**src/rtl/button_pkg.sv**
```systemverilog
// Shared definitions for the button gesture decoder.
//   state_t  : FSM state encoding (3 bits)
//   clog2_u  : bit count needed to hold a value, used for counter width checks
package button_pkg;

  typedef enum logic [2:0] {
    S_IDLE     = 3'd0,
    S_PRESS1   = 3'd1,
    S_WAIT_GAP = 3'd2,
    S_PRESS2   = 3'd3,
    S_HELD     = 3'd4
  } state_t;

  // Number of bits needed to represent v (v=0 -> 0 bits, v=1 -> 1 bit).
  function automatic int unsigned clog2_u(input longint unsigned v);
    int unsigned n;
    longint unsigned x;
    n = 0;
    x = v;
    while (x != 0) begin
      n = n + 1;
      x = x >> 1;
    end
    return n;
  endfunction

endpackage

```
**src/rtl/button_gesture_decoder.sv**
```systemverilog
// Classifies debounced button presses as short, long or double and emits
// one single-cycle pulse per gesture.
//   clk          : system clock
//   rst          : asynchronous, active-high reset
//   in           : debounced button level, synchronous to clk
//   pressed      : registered, polarity-normalised level (1 = pressed)
//   short_press  : pulse, single short press completed
//   long_press   : pulse, press reached LONG_CYCLES
//   double_press : pulse, second press of a double press
module button_gesture_decoder #(
  parameter bit          ACTIVE_LOW  = 1'b1,
  parameter int unsigned LONG_CYCLES = 1000000,
  parameter int unsigned GAP_CYCLES  = 250000,
  parameter int unsigned CNT_WIDTH   = 24
) (
  input  logic clk,
  input  logic rst,
  input  logic in,
  output logic pressed,
  output logic short_press,
  output logic long_press,
  output logic double_press
);

  import button_pkg::*;

  localparam int unsigned MAX_CYCLES =
    (LONG_CYCLES > GAP_CYCLES) ? LONG_CYCLES : GAP_CYCLES;

  if (clog2_u(longint'(MAX_CYCLES)) > CNT_WIDTH) begin : g_bad_cnt_width
    $error("CNT_WIDTH too small for max(LONG_CYCLES, GAP_CYCLES)");
  end
  if (LONG_CYCLES < 2 || GAP_CYCLES < 2) begin : g_bad_limits
    $error("LONG_CYCLES and GAP_CYCLES must be >= 2");
  end

  localparam logic [CNT_WIDTH-1:0] LONG_LIM = CNT_WIDTH'(LONG_CYCLES - 1);
  localparam logic [CNT_WIDTH-1:0] GAP_LIM  = CNT_WIDTH'(GAP_CYCLES - 1);
  localparam logic [CNT_WIDTH-1:0] CNT_ONE  = CNT_WIDTH'(1);

  state_t               state;
  logic [CNT_WIDTH-1:0] cnt;
  logic [CNT_WIDTH-1:0] cnt_inc;

  // Saturating increment: the counter sticks at all-ones instead of wrapping.
  always_comb begin
    cnt_inc = cnt;
    if (cnt != '1) begin
      cnt_inc = cnt + CNT_ONE;
    end
  end

  // Release/press checks are tested before the limit checks so a level
  // change on the limit edge wins over the timeout.
  always_ff @(posedge clk or posedge rst) begin
    if (rst) begin
      state        <= S_IDLE;
      cnt          <= '0;
      pressed      <= 1'b0;
      short_press  <= 1'b0;
      long_press   <= 1'b0;
      double_press <= 1'b0;
    end else begin
      pressed      <= in ^ ACTIVE_LOW;
      short_press  <= 1'b0;
      long_press   <= 1'b0;
      double_press <= 1'b0;
      case (state)
        S_IDLE: begin
          if (pressed) begin
            state <= S_PRESS1;
            cnt   <= CNT_ONE;
          end
        end
        S_PRESS1: begin
          if (!pressed) begin
            state <= S_WAIT_GAP;
            cnt   <= CNT_ONE;
          end else if (cnt == LONG_LIM) begin
            long_press <= 1'b1;
            state      <= S_HELD;
          end else begin
            cnt <= cnt_inc;
          end
        end
        S_WAIT_GAP: begin
          if (pressed) begin
            state <= S_PRESS2;
            cnt   <= CNT_ONE;
          end else if (cnt == GAP_LIM) begin
            short_press <= 1'b1;
            state       <= S_IDLE;
          end else begin
            cnt <= cnt_inc;
          end
        end
        S_PRESS2: begin
          if (!pressed) begin
            double_press <= 1'b1;
            state        <= S_IDLE;
          end else if (cnt == LONG_LIM) begin
            // A long second press still reports as a double press only.
            double_press <= 1'b1;
            state        <= S_HELD;
          end else begin
            cnt <= cnt_inc;
          end
        end
        S_HELD: begin
          if (!pressed) begin
            state <= S_IDLE;
          end
        end
        default: begin
          state <= S_IDLE;
        end
      endcase
    end
  end

endmodule
```
**config.mk**
```make
export PLATFORM = sky130hd
export DESIGN_NAME = button_gesture_decoder
export DESIGN_NICKNAME = d
export VERILOG_FILES = /design/src/rtl/button_pkg.sv /design/src/rtl/button_gesture_decoder.sv
export SDC_FILE = /design/constraint.sdc
export NUM_CORES = 1
export LEC_CHECK = 0
export ABC_CLOCK_PERIOD_IN_PS = 5300
export CAP_MARGIN = 0
export CORE_ASPECT_RATIO = 1.75
export CORE_UTILIZATION = 44
export DETAILED_ROUTE_END_ITERATION = 10
export SKIP_LAST_GASP = 1
export SYNTH_ARGS = -nofsm -noshare
export SYNTH_HDL_FRONTEND = slang
export SYNTH_SLANG_ARGS = --single-unit
export TNS_END_PERCENT = 10
```
**constraint.sdc**
```tcl
create_clock -name clk -period 5.3 [get_ports clk]
set_clock_uncertainty 0.1 [all_clocks]
set_input_delay 1.06 -clock clk [delete_from_list [all_inputs] [get_ports clk]]
set_output_delay 1.06 -clock clk [all_outputs]
set_load 0.03 [all_outputs]
```
* After elaboration in Yosys (flattened, before gate mapping)
Cells that the tools add are included.
** Word-level totals
- Register bits after elaboration :: 31
- Latch bits :: 0
- Bits in writable memories :: 0
- Memory bits (read-only) :: 0
- Output and inout port bits :: 4
- Word-level logic and storage cells :: 48
- Memories :: 0
** Operators by class
- Add/sub/neg operators :: 1
- Multipliers :: 0
- Div/mod/pow operators :: 0
- Magnitude comparators :: 0
- Equal/unequal tests :: 12
- Shift-type cells :: 0
- Muxes and demuxes :: 24
- Bitwise gates (word level) :: 1
- Reduce and logical (&&, ||, !) cells :: 4
** Operator list (number)
- $mux W24 :: 7
- $pmux W24 S4 :: 1
- $add A24 B1 Y24 const B :: 1
- $eq A24 B18 Y1 const B :: 1
- $eq A24 B20 Y1 const B :: 1
- $ne A24 B24 Y1 const B :: 1
- $mux W3 :: 7
- $pmux W3 S5 :: 1
- $mux W1 :: 8
- $eq A3 B2 Y1 const B :: 2
- $ne A2 B2 Y1 const B :: 3
- $ne A3 B3 Y1 const B :: 2
- $reduce_and A4 Y1 :: 1
- $reduce_bool A4 Y1 :: 1
- $eq A3 B1 Y1 const B :: 1
- $eq A3 B3 Y1 const B :: 1
- $logic_not A3 Y1 :: 1
- $reduce_and A3 Y1 :: 1
- $not A1 Y1 :: 1

* Longest topological paths before layout
- Depth after elaboration :: 5
- Mapped depth :: 8
- Depth with buffers taken out :: 7

* Worst setup path before layout
OpenSTA, ideal clock, no wires.
- Kind :: reg-to-reg
- From :: register cnt[8]
- To :: register cnt[0]
- Library setup time :: 0.121 ns
- Arrival time :: 1.922 ns
- Required time :: 5.079 ns
- Slack :: 3.157 ns
- Stages on the path, launching flop included :: 7
- Buffers on the path :: 0
- Period minus slack after synthesis :: 2.143 ns
- Cells stage by stage :: dfrtp_1 -> nor4_4 -> nand4b_4 -> or4_4 -> a31oi_1 -> o21ai_1 -> a22o_1
** Between the ends
- Longest elaborated chain between the ends :: 5
- Elaborated cells on any way between the ends :: 12
** Ends and longest elaborated chain
- start: declaration :: RTL line button_gesture_decoder.sv:42 : logic [CNT_WIDTH-1:0] cnt;
- start signal: assignment :: RTL line button_gesture_decoder.sv:83 : cnt <= cnt_inc;
- start signal: assignment :: RTL line button_gesture_decoder.sv:94 : cnt <= cnt_inc;
- start signal: assignment :: RTL line button_gesture_decoder.sv:106 : cnt <= cnt_inc;
- $ne A24 B24 Y1 :: RTL line button_gesture_decoder.sv:48 : if (cnt != '1) begin
- $mux W24 :: RTL line button_gesture_decoder.sv:48
- $mux W24 (on tied branches) :: RTL line button_gesture_decoder.sv:79, button_gesture_decoder.sv:101, button_gesture_decoder.sv:90
- $mux W24 (on tied branches) :: RTL line button_gesture_decoder.sv:98, button_gesture_decoder.sv:76, button_gesture_decoder.sv:87
- $pmux W24 S4 :: RTL line button_gesture_decoder.sv:68 : case (state)
Several ways; a longest one is shown, not always the timed one. The select of a mux whose other input is x is not followed.
A chain may end at the register's enable or synchronous reset.

* Worst setup path after layout
- From :: register cnt[0]
- To :: register cnt[12]
** Between the ends
- Longest elaborated chain between the ends :: 5
- Elaborated cells on any way between the ends :: 13
** Ends and longest elaborated chain (RTL line)
- $add A24 B1 Y24 or $ne A24 B24 Y1 (tied branches) :: button_gesture_decoder.sv:49, button_gesture_decoder.sv:48
- $mux W24 :: button_gesture_decoder.sv:48
- $mux W24 (on tied branches) :: button_gesture_decoder.sv:79, button_gesture_decoder.sv:101, button_gesture_decoder.sv:90
- $mux W24 (on tied branches) :: button_gesture_decoder.sv:98, button_gesture_decoder.sv:76, button_gesture_decoder.sv:87
- $pmux W24 S4 :: button_gesture_decoder.sv:68
Several ways; a longest one is shown, not always the timed one. The select of a mux whose other input is x is not followed.

==> out/qor.yml <==
max_slew.worst_pin.slew_ns: 1.03
rows: 32
syn_area_um2: 1980
drc: 0
post-route-min-period_ns: 2.77
seq_area_frac_synth_pct: 39.1
min_path_type: "reg -> reg"
r2r_setup_slack_ns: 2.53
die_w_um: 52.8
num_io_pins: 7
fill_cells: 432
cts_tree: "yes"
grt_first_pass_wirelength_um: 9250
power_leakage_nw: 0.899
clk_latency_ns: 0.28
cts_setup_buffers: 0
vias: 1829
overflow: 0
numCtsBuffers: 5
synth_edf_count: 0
layout_commonest_cell: "dfrtp_1"
hpwl_um: 3760
cts_max_level: 2
hold_ws_ns: 0.445
cts_root_buffer: "clkbuf_8"
synth_cell_types: 49
wl_per_cell_um: 18.9
die_h_um: 90.8
wl_um: 5360
clk_pin_slew_ns: 0.07
grt_max_degree: 32
reg2reg_depth: 7
cp_max_fo: 13
nets: 237
p_per_area_nw_per_um2: 253
ys_async_sr_fraction_pct: 100
layout_common_cells: "dfrtp_1, o21ai_0, a21oi_1"
core-area_um2: 4360
synth_nets: 236
grt.total_usage_pct: 26.2
place_inst: 277
yosys_warnings: 0
initial_core_util_pct: 45.5
place.port_buffers: 6
rsz0062_at_grt: "false"
final_cells: 284
postSynthAreaPerCell_um2: 8.55
max_cap_violations: 0
setup-violations-final: 0
ant_nets: 0
hold_start: "cnt[3]"
placed_cell_area_um2: 2070
setup_tns_ns: 0
antenna_found_initial: 0
ys.flop_type: "dfrtp_1"
synthTopCellsByArea: "dfrtp_1, o21ai_0, a21oi_1, a31oi_1, nand4_1"
whs_path_depth: 1
peakVddDrop_mv: 0.209
place.gp.congestion: 0.857
dieArea_um2: 4790
hold_viol: 0
start_kind: "flip-flop"
cts_buffer_depth: 2
fin_crit_sh_pct: 52.3
path_class: "reg -> reg"
clock_sinks: 31
max_slew_margin_pct: 31.2
antenna_cells: 0
r2r-end: "cnt[12]"
hold_buffers: 0
status: "finished, final reports clean"
drtIter0Drc: 76
ys_seq_elements: 31
firstDrtPassIters: 4
synth_top_area_cell: "dfrtp_1"
worstPathRequired_ns: 5.37
drive_gt1_share_pct: 9.01
fin_area_um2: 2160
vias_per_cell: 6.44
drv_slew: 0
syn_to_final_growth_pct: 8.70
crit_path_end_kind: "flip-flop"
fmax_ghz: 0.361
synthCells: 232
yosys.area.top_type_share_pct: 39.1
arrival_ns: 2.84
r2r_start: "cnt[0]"
hold_path_end: "cnt[3]"
grt_pass1_vias: 1854
cts_resized: 0
Yosys cell counts, types with 3 or more instances:
library cell,n
a21o_1,3
a221o_1,3
inv_1,5
nand3_1,9
dfrtp_1,31
buf_2,7
a31oi_1,13
clkbuf_1,5
nor4_4,3
and2_1,4
nor3_1,3
nand2_1,15
o21ai_1,4
a21oi_1,24
nand4_1,11
and3_1,7
nor2b_1,3
o21ai_0,26
a211oi_1,4
nor2_1,16
and4_1,4
area by class of cell:
type	count	area (um^2)	share of cell area, %
multi-input combinational	182	1140	52.7
sequential	31	776	36.0
clock buffer	6	82.6	3.83
timing repair buffer	8	75.1	3.48
tap	51	63.8	2.96
inverter	5	18.8	0.870
clock inverter	1	5.00	0.232
power breakdown:
group,switching (mW),internal (mW)
Sequential,0.0165,0.248
Clock,0.0881,0.102
Combinational,0.0585,0.0338
Total,0.163,0.383
flip-flops by register name, summed over array words and instances, names as in the netlist:
name / cells
cnt: 24
double_press: 1
long_press: 1
pressed: 1
short_press: 1
state: 3
layer usage:
layer | vias up | track usage, % | part of all wire [%]
met5 | - | 0 | 0
met4 | 0 | 12.5 | 2.6
met3 | 11 | 3.54 | 2.4
met2 | 41 | 42.5 | 53
met1 | 889 | 32.9 | 41
li1 | 888 | - | -
critical path, cell delays in order (launching register included):
cell	delay (ns)
dfrtp_1	0.45
ha_1	0.28
and3_1	0.20
nand4_1	0.18
o21bai_1	0.10
a21oi_1	0.82
o21ai_0	0.20
a32o_1	0.32
per-stage QoR:
step / utilization [%] / total power, mW / setup slack, ns
final: 49.4 / 0.547 / 2.53
after global routing: 49.4 / 0.577 / 2.27
after CTS: 49.4 / 0.554 / 2.59
after detailed placement: 47.4 / 0.361 / 2.62
after global placement: 47.4 / 0.360 / 2.75
after floorplan: - / 0.335 / 3.16
logic make-up (layout without fill, tap and decap cells):
kind of cell / Yosys count / in the layout / synth area share [%]
AOI/OAI and AO/OA: 88 / 88 / 26.5
xor gates and xnor gates: 1 / 1 / 0.441
buffers and inverters: 19 / 20 / 4.04
and+or+nand+nor: 92 / 92 / 29.3
DFF: 31 / 31 / 39.1
adders and majority gates: 1 / 1 / 0.630
worst max path at each step:
stage          cells past startpoint  endpoint    from  slack (ns)
2_1_floorplan                      6    cnt[0]  cnt[8]        3.16
4_1_cts                            7   cnt[12]  cnt[0]        2.59
3_3_place_gp                       7    cnt[7]  cnt[0]        2.75
6_report                           7   cnt[12]  cnt[0]        2.53
3_5_place_dp                       7   cnt[12]  cnt[0]        2.62
5_1_grt                            7   cnt[12]  cnt[0]        2.27
(Power assumes the default switching activity.)
